[src/rtl/imm_extend_unit_if.sv]
`default_nettype none
// ============================================================================
// Module      : imm_extend_unit_if
// Description : Bundles the upstream (immediate offer) and downstream
//               (extended result) handshakes of imm_extend_unit.
//               slave  : the extension unit side
//               master : the producer/consumer side (environment)
// Signals     : in_valid/in_ready   upstream handshake
//               upper/lower         halves of the immediate field (IMM_W/2)
//               mode                00 sext, 01 zext, 10 upper-load, 11 prefix
//               out_valid/out_ready downstream handshake
//               imme                extended result (DATA_W)
//               err                 one-cycle protocol error pulse
// Revision    : 1.0 - initial release
// ============================================================================
interface imm_extend_unit_if #(
  parameter int DATA_W = 16,
  parameter int IMM_W  = 8
);
  logic                  in_valid;
  logic                  in_ready;
  logic [IMM_W/2-1:0]    upper;
  logic [IMM_W/2-1:0]    lower;
  logic [1:0]            mode;
  logic                  out_valid;
  logic                  out_ready;
  logic [DATA_W-1:0]     imme;
  logic                  err;

  modport master (
    output in_valid, upper, lower, mode, out_ready,
    input  in_ready, out_valid, imme, err
  );

  modport slave (
    input  in_valid, upper, lower, mode, out_ready,
    output in_ready, out_valid, imme, err
  );
endinterface
`default_nettype wire

[src/rtl/imm_extend_unit.sv]
`default_nettype none
// ============================================================================
// Module      : imm_extend_unit
// Description : Extends an IMM_W-bit immediate to DATA_W bits (sign-extend,
//               zero-extend or left-justify) through a one-entry registered
//               output stage with valid/ready handshakes on both sides.
//               With IMM_EXTEND_PREFIX_EN defined, mode 11 loads a prefix that
//               widens the next operation's operand to 2*IMM_W bits.
// Ports       : clock  - rising-edge clock
//               reset  - synchronous, active-low reset
//               bus    - imm_extend_unit_if.slave (handshakes, operands,
//                        result, err)
// Config      : IMM_EXTEND_PREFIX_EN - enables the prefix state machine.
//               Undefined: mode 11 behaves as zero-extend and pulses err.
// Revision    : 1.0 - initial release
// ============================================================================
module imm_extend_unit #(
  parameter int DATA_W = 16,
  parameter int IMM_W  = 8
) (
  input  wire logic          clock,
  input  wire logic          reset,
  imm_extend_unit_if.slave   bus
);

  localparam logic [1:0] c_MODE_SEXT = 2'b00;
  localparam logic [1:0] c_MODE_LJ   = 2'b10;
  localparam logic [1:0] c_MODE_PFX  = 2'b11;

  // --------------------------------------------------------------------------
  // Extension datapath. The operand is always carried 2*IMM_W wide; in the
  // narrow case its upper half is zero and the sign comes from bit IMM_W-1.
  // Shifting the zero-extended value left-justifies it, which also works when
  // DATA_W == 2*IMM_W (zero shift) without zero-width replications.
  // --------------------------------------------------------------------------
  function automatic logic [DATA_W-1:0] f_extend(
    input logic [2*IMM_W-1:0] x,
    input logic               wide,
    input logic [1:0]         m
  );
    logic [DATA_W-1:0] zx;
    logic [DATA_W-1:0] sx;
    logic [DATA_W-1:0] lj;
    zx = DATA_W'(x);
    if (wide) begin
      sx = DATA_W'($signed(x));
      lj = zx << (DATA_W - 2*IMM_W);
    end else begin
      sx = DATA_W'($signed(x[IMM_W-1:0]));
      lj = zx << (DATA_W - IMM_W);
    end
    case (m)
      c_MODE_SEXT: f_extend = sx;
      c_MODE_LJ:   f_extend = lj;
      default:     f_extend = zx;
    endcase
  endfunction

  logic                 out_valid_q, out_valid_d;
  logic [DATA_W-1:0]    imme_q, imme_d;
  logic                 err_q, err_d;

  logic                 w_accept;
  logic                 w_is_pfx_mode;
  logic                 w_load;
  logic [IMM_W-1:0]     w_x_short;
  logic [DATA_W-1:0]    w_result;

  // One-entry output register: a new offer fits if the slot is empty or is
  // being drained in this same cycle.
  assign bus.in_ready  = !out_valid_q || bus.out_ready;
  assign w_accept      = bus.in_valid && bus.in_ready;
  assign w_is_pfx_mode = (bus.mode == c_MODE_PFX);
  assign w_x_short     = {bus.upper, bus.lower};

`ifdef IMM_EXTEND_PREFIX_EN
  typedef enum logic [0:0] {
    IDLE    = 1'b0,
    PENDING = 1'b1
  } state_e;

  state_e               state_q, state_d;
  logic [IMM_W-1:0]     pfx_q, pfx_d;

  always_ff @(posedge clock) begin
    if (!reset) begin
      state_q <= IDLE;
      pfx_q   <= '0;
    end else begin
      state_q <= state_d;
      pfx_q   <= pfx_d;
    end
  end

  // A prefix always (re)arms PENDING; any other accepted op consumes it.
  always_comb begin
    state_d = state_q;
    pfx_d   = pfx_q;
    if (w_accept) begin
      if (w_is_pfx_mode) begin
        state_d = PENDING;
        pfx_d   = w_x_short;
      end else begin
        state_d = IDLE;
      end
    end
  end

  // Prefixes produce no result; a second prefix in a row overwrites the
  // first and is flagged.
  assign w_load = w_accept && !w_is_pfx_mode;
  assign err_d  = w_accept && w_is_pfx_mode && (state_q == PENDING);

  always_comb begin
    w_result = '0;
    if (state_q == PENDING) begin
      w_result = f_extend({pfx_q, w_x_short}, 1'b1, bus.mode);
    end else begin
      w_result = f_extend({{IMM_W{1'b0}}, w_x_short}, 1'b0, bus.mode);
    end
  end
`else
  // Without prefix support every accepted op produces a result; mode 11
  // falls through to zero-extend in f_extend and is reported as an error.
  assign w_load = w_accept;
  assign err_d  = w_accept && w_is_pfx_mode;

  always_comb begin
    w_result = '0;
    w_result = f_extend({{IMM_W{1'b0}}, w_x_short}, 1'b0, bus.mode);
  end
`endif

  // Output slot: a load wins over a drain so a simultaneous consume + load
  // keeps out_valid high with the new result.
  always_comb begin
    out_valid_d = out_valid_q;
    imme_d      = imme_q;
    if (w_load) begin
      out_valid_d = 1'b1;
      imme_d      = w_result;
    end else if (out_valid_q && bus.out_ready) begin
      out_valid_d = 1'b0;
    end
  end

  always_ff @(posedge clock) begin
    if (!reset) begin
      out_valid_q <= 1'b0;
      imme_q      <= '0;
      err_q       <= 1'b0;
    end else begin
      out_valid_q <= out_valid_d;
      imme_q      <= imme_d;
      err_q       <= err_d;
    end
  end

  assign bus.out_valid = out_valid_q;
  assign bus.imme      = imme_q;
  assign bus.err       = err_q;

endmodule
`default_nettype wire

[src/flat_wrapper.sv]
// flat-port wrapper written by rule: the top's interface ports become plain ports
module imm_extend_unit_flat 
#(
  parameter int DATA_W = 16,
  parameter int IMM_W  = 8
)
  (clock, reset, bus_in_valid, bus_upper, bus_lower, bus_mode, bus_out_ready, bus_in_ready, bus_out_valid, bus_imme, bus_err);
  imm_extend_unit_if #(.DATA_W(DATA_W), .IMM_W(IMM_W)) bus_i ();
  input  wire logic clock;
  input  wire logic reset;
  input wire logic [$bits(bus_i.in_valid)-1:0] bus_in_valid;
  input wire logic [$bits(bus_i.upper)-1:0] bus_upper;
  input wire logic [$bits(bus_i.lower)-1:0] bus_lower;
  input wire logic [$bits(bus_i.mode)-1:0] bus_mode;
  input wire logic [$bits(bus_i.out_ready)-1:0] bus_out_ready;
  output wire logic [$bits(bus_i.in_ready)-1:0] bus_in_ready;
  output wire logic [$bits(bus_i.out_valid)-1:0] bus_out_valid;
  output wire logic [$bits(bus_i.imme)-1:0] bus_imme;
  output wire logic [$bits(bus_i.err)-1:0] bus_err;
  assign bus_i.in_valid = bus_in_valid;
  assign bus_i.upper = bus_upper;
  assign bus_i.lower = bus_lower;
  assign bus_i.mode = bus_mode;
  assign bus_i.out_ready = bus_out_ready;
  assign bus_in_ready = bus_i.in_ready;
  assign bus_out_valid = bus_i.out_valid;
  assign bus_imme = bus_i.imme;
  assign bus_err = bus_i.err;
  imm_extend_unit #(.DATA_W(DATA_W), .IMM_W(IMM_W)) u_core (.clock(clock), .reset(reset), .bus(bus_i));
endmodule
[config.mk]
export PLATFORM = sky130hd
export DESIGN_NAME = imm_extend_unit_flat
export DESIGN_NICKNAME = d
export VERILOG_FILES = /design/src/rtl/imm_extend_unit_if.sv /design/src/rtl/imm_extend_unit.sv /design/src/flat_wrapper.sv
export SDC_FILE = /design/constraint.sdc
export NUM_CORES = 1
export LEC_CHECK = 0
export BUFFER_PORTS_ARGS = -buffer_cell sky130_fd_sc_hd__buf_2
export CORE_UTILIZATION = 47
export CTS_CLUSTER_SIZE = 24
export DETAILED_ROUTE_END_ITERATION = 7
export GPL_TIMING_DRIVEN = 0
export PLACE_DENSITY = 0.8
export RECOVER_POWER = 50
export SLEW_MARGIN = 15
export SYNTH_ARGS = -nofsm -noshare
export SYNTH_HDL_FRONTEND = slang
export SYNTH_SLANG_ARGS = --single-unit
[constraint.sdc]
create_clock -name clock -period 2.9 [get_ports clock]
set_input_delay 0.87 -clock clock [delete_from_list [all_inputs] [get_ports clock]]
set_output_delay 0.87 -clock clock [all_outputs]
set_load 0.05 [all_outputs]
==> results.json, run 1 <==
{
  "cts_resized": 0,
  "final_util_pct": 66.6,
  "synth.area.top_cells": "dfxtp_1 (49%), o221a_2 (11%), a21oi_1 (6.8%)",
  "cellLeakagePower_uw": 0.000421,
  "fp.dieArea_um2": 1720,
  "crit_buf_inv": 4,
  "required_ns": 2.03,
  "synth_cell_types": 19,
  "cts_tree": "built",
  "grt_antenna_before_repair": 0,
  "synth-seq-area-share_pct": 49.1,
  "dr.first_iter.drc_count": 13,
  "drc": 0,
  "viasPerCell": 5.49,
  "cp_max_fo": 10,
  "worst_pin_slew_ns": 0.541,
  "cts.path.max_buffers": 2,
  "grt_pass1_wl_um": 2470,
  "synth_top_area_share_pct": 49.1,
  "synth_edf_count": 0,
  "synth.ff_latch_count": 18,
  "slew_viol_final": 0,
  "finalSetupViolCount": 0,
  "synth_commonest_cells": "dfxtp_1 (18), a21oi_1 (10), o21ai_0 (9)",
  "fp-row-count": 13,
  "postRouteAntennaNets": 0,
  "dp_cells": 121,
  "grt_pass1_vias": 563,
  "die_y_um": 41.5,
  "coreArea_um2": 1380,
  "irDropWorstVdd_uv": 308,
  "fin_tns_setup_ns": 0,
  "track_usage_pct": 18.3,
  "syn_nets": 90,
  "area_growth_pct": 25.6,
  "postCtsSetupBuffers": 0,
  "syn_area_per_cell_um2": 9.65,
  "path_cells": "buf_2 -> nor2b_1 -> inv_1 -> buf_2 -> buf_2",
  "routedWlPerCell_um": 12.7,
  "cts.clk_slew.worst_paths_ns": 0.09,
  "numCtsBuffers": 3,
  "finalHoldViolations": 0,
  "critPathTopFamily": "buffers and inverters",
  "cts_hold_buffers": 0,
  "root_buffer": "clkbuf_4",
  "drv_cap": 0,
  "min_path_type": "reg2reg",
  "finalWeightedCongestion": 0.758,
  "regArea_um2": 360,
  "vias": 681,
  "synth.most_common_cell": "dfxtp_1",
  "powerDensity_nw_per_um2": 557,
  "ios": 33,
  "worstPathArrival_ns": 1.62,
  "fin_cells": 124,
  "fp.dieW_um": 41.5,
  "syn_inst": 76,
  "port_buffers": 30,
  "ys_warn_count": 0,
  "cp-start-kind": "input pin",
  "hpwl_um": 1170,
  "initial_utilization_pct": 53.0,
  "status": "finished, final reports clean",
  "firstDrtPassIters": 4,
  "finalCritPeriodShare_pct": 86.0,
  "max_stage_delay_ns": 0.23,
  "skew_ns": 0.000356,
  "clock-sinks": 18,
  "htreeDepth": 1,
  "insertion_delay_ns": 0.29,
  "antenna_cells": 0,
  "synth_largest_area_cell": "dfxtp_1",
  "ys.flop_type": "dfxtp_1",
  "wl_um": 1570,
  "place_ws_ns": 0.427,
  "ys_async_sr_fraction_pct": 0,
  "critPathKind": "in2out",
  "setup_ws_ns": 0.407,
  "cp-end-kind": "output pin",
  "period_needed_ns": 2.49,
  "rsz0062_at_grt": "false",
  "n_fill_cell": 127,
  "crit_top_cell": "buf_2",
  "slowest_stage": "buf_2",
  "fmax_ghz": 0.401,
  "nets": 125,
  "synthesis.area_um2": 733,
  "slew_headroom_pct": 63.9,
  "grt_max_degree": 11,
  "drive_above_1_share_pct": 40.4,
  "multi_input_area_um2": 323,
  "gr-total-overflow": 0
}
[final cells by class]
cell class                      instances  area share, %
Clock buffer                            3           2.45
Buffer                                  6           3.40
Tap cell                               15           2.04
Sequential cell                        18           39.1
Multi-Input combinational cell         48           35.1
Inverter                                4           1.63
Timing Repair Buffer                   30           16.3
[final timing paths]
check                             from            endpoint  slack, ns  depth (start not counted)
setup / recovery         bus_out_ready        bus_in_ready       0.41                          5
hold / removal      u_core.bus.imme[2]  u_core.bus.imme[2]       0.48                          2
hold reg to reg     u_core.bus.imme[2]  u_core.bus.imme[2]       0.48                          2
setup reg to reg  u_core.bus.out_valid  u_core.bus.imme[9]       1.46                          4
[registers in the layout (all words and copies together), names as in the netlist]
signal                flops
u_core.bus.out_valid      1
u_core.bus.err            1
u_core.bus.imme          16
[routing by layer]
metal  GRT usage (%)  up-vias  routed length (um)
met3            4.35        4                  90
met2            29.4       22                 731
met4            7.74        0                  19
met5               0        -                   0
met1            23.5      305                 733
li1                -      350                   -
[cells in the final DEF (no fill, tap or decap), types with 2 or more instances in the layout]
cell / synthesis / layout
a21oi_1: 10 / 10
and2_1: 7 / 7
buf_2: 1 / 31
clkbuf_1: 3 / 4
clkbuf_4: 0 / 3
dfxtp_1: 18 / 18
inv_1: 2 / 2
nand4_1: 8 / 8
nor2b_1: 2 / 2
o21ai_0: 9 / 9
o221a_2: 7 / 7
[power breakdown]
| part | internal (uW) | total (uW) | leakage [uW] | switching (uW) |
|---|---|---|---|---|
| registers | 262 | 268 | 0.000148 | 6.31 |
| logic | 35.4 | 125 | 0.000260 | 89.3 |
| clock network | 48.3 | 120 | 0.0000138 | 72.1 |
[cell families (layout without fill, tap and decap cells)]
family                 count (synthesis)  after routing  share of synthesized area, %
buffers and inverters                 10             43                          6.48
AOI/OAI and AO/OA                     27             27                          25.9
and+or+nand+nor                       21             21                          18.4
DFF                                   18             18                          49.1
[stage by stage]
step                power (uW)  area (um^2)  hold WS (ns)
detailed placement         399          902         0.465
finish                     513          921         0.481
floorplan                  367          733         0.706
global placement           398          902         0.457
CTS                        518          925         0.481
global route               536          921         0.508
[worst min-delay path: stages (launching register included)]
cell	delay, ns
dfxtp_1	0.32
o21ai_0	0.07
a21oi_1	0.06
Power figures use the tool's default switching activity.
==> inputs of run 2 (changes only) <==
CORE_UTILIZATION = 44   (was 47)
PLACE_DENSITY = 0.74   (was 0.8)
clock period = 2.3 ns   (was 2.9 ns; I/O delays follow)
==> results.json, run 2 (synthesis gave the netlist of run 1 again) <==
{
  "status": "finished, final reports clean",
  "grtUsageMet1_pct": 24.7,
  "holdPathStages": 2,
  "viasPerCell": 5.38,
  "critPathKind": "in2out",
  "final_cell_mix": "buf_2 (31), dfxtp_1 (18), a21oi_1 (10)",
  "setup_ws_ns": 0.144,
  "cp_max_fo": 10,
  "worst_pin_slew_ns": 0.512,
  "cellLeakagePower_uw": 0.000429,
  "min_path_type": "reg2reg",
  "cp-start-kind": "input pin",
  "insertion_delay_ns": 0.29,
  "postCtsSetupBuffers": 0,
  "initial_utilization_pct": 48.1,
  "vias": 678,
  "p_int_uw": 471,
  "hpwl_um": 1170,
  "gr-total-overflow": 0,
  "finalHoldViolations": 0,
  "p_comb_share_pct": 22.8,
  "coreArea_um2": 1520,
  "reg2reg_to": "u_core.bus.imme[14]",
  "dp_cells": 122,
  "drc": 0,
  "postRouteAntennaNets": 0,
  "track_usage_pct": 19.0,
  "htreeDepth": 1,
  "fp.dieW_um": 42.8,
  "r2r_slack_ns": 0.86,
  "gr-usage-met3_pct": 7.66,
  "met2_usage_pct": 26.4,
  "cts_resized": 0,
  "fin_tns_setup_ns": 0,
  "area_growth_pct": 27.6,
  "powerDensity_nw_per_um2": 735,
  "cts.clk_slew.worst_paths_ns": 0.10,
  "firstDrtPassIters": 4,
  "largest_reg_flops": 16,
  "n_fill_cell": 147,
  "die_y_um": 42.8,
  "drv_cap": 0,
  "grt_pass1_wl_um": 2610,
  "routedWlPerCell_um": 12.4,
  "fin_cells": 126,
  "p_sw_uw": 216,
  "antenna_cells": 0,
  "dr.first_iter.drc_count": 6,
  "timing.rr.start": "u_core.bus.out_valid",
  "finalWeightedCongestion": 0.788,
  "cts_hold_buffers": 0,
  "cts.path.max_buffers": 2,
  "hold-path-endpoint": "u_core.bus.imme[7]",
  "grt_max_degree": 11,
  "regArea_um2": 360,
  "fp.dieArea_um2": 1830,
  "cp-end-kind": "output pin",
  "power_frac_seq_pct": 49.2,
  "ios": 33,
  "numCtsBuffers": 3,
  "root_buffer": "clkbuf_4",
  "fmax_ghz": 0.464,
  "finalSetupViolCount": 0,
  "rsz0062_at_grt": "false",
  "p_sw_share_pct": 31.4,
  "place_ws_ns": 0.168,
  "hp-start": "u_core.bus.imme[7]",
  "grt_pass1_vias": 602,
  "drive_above_1_share_pct": 40.9,
  "slew_headroom_pct": 65.8,
  "fp-row-count": 14,
  "wl_um": 1560,
  "top_usage_layer": "met2",
  "final_common_cell": "buf_2",
  "port_buffers": 30,
  "multi_input_area_um2": 323,
  "clock-sinks": 18,
  "skew_ns": 0.00318,
  "pwr-share-clk_pct": 28.0,
  "cts_tree": "built",
  "period_needed_ns": 2.16,
  "nets": 125,
  "required_ns": 1.61,
  "finalCritPeriodShare_pct": 93.7,
  "irDropWorstVdd_uv": 385,
  "ff2ff_path_depth": 4,
  "slew_viol_final": 0,
  "grt_antenna_before_repair": 0,
  "worstPathArrival_ns": 1.47
}
[run 2: how the worst max path moves through the flow]
stage,from,to,slack [ns],depth (start not counted)
after floorplan,u_core.bus.out_valid,bus_in_ready,0.46,3
after global placement,bus_out_ready,bus_in_ready,0.17,5
after detailed placement,bus_out_ready,bus_in_ready,0.17,5
after CTS,bus_out_ready,bus_in_ready,0.14,5
after global routing,bus_out_ready,bus_in_ready,0.09,5
final,bus_out_ready,bus_in_ready,0.14,5
[run 2: critical path: stages]
cell	delay [ns]
buf_2	0.09
nor2b_1	0.18
inv_1	0.09
buf_2	0.19
buf_2	0.22
[run 2: power groups by stage]
stage                     Sequential [uW]  Combinational, uW  Clock (uW)
after CTS                             339                158         198
final                                 338                157         193
after detailed placement              346                158           0
after floorplan                       411               51.6           0
after global routing                  340                166         220
after global placement                345                157           0
[run 2: through the flow]
stage | hold WS, ns | instance area, um^2 | power [uW] | utilization [%]
global placement | 0.457 | 903 | 502 | 59.3
detailed placement | 0.467 | 903 | 503 | 59.3
global route | 0.510 | 936 | 727 | 61.4
CTS | 0.485 | 940 | 695 | 61.7
finish | 0.481 | 936 | 688 | 61.4
floorplan | 0.706 | 733 | 463 | -
[run 2: metal layers]
metal / vias to the layer above / wire length [um]
met5: - / 0
li1: 352 / -
met3: 5 / 94
met1: 299 / 720
met2: 22 / 704
met4: 0 / 37
[run 2: cell type report]
type | count | share of cell area, %
flip-flops and latches | 18 | 38.5
multi-input cells | 48 | 34.5
repair buffers | 30 | 16.0
clock buffers | 4 | 3.88
plain buffers | 6 | 3.34
well taps | 16 | 2.14
inverters | 4 | 1.60
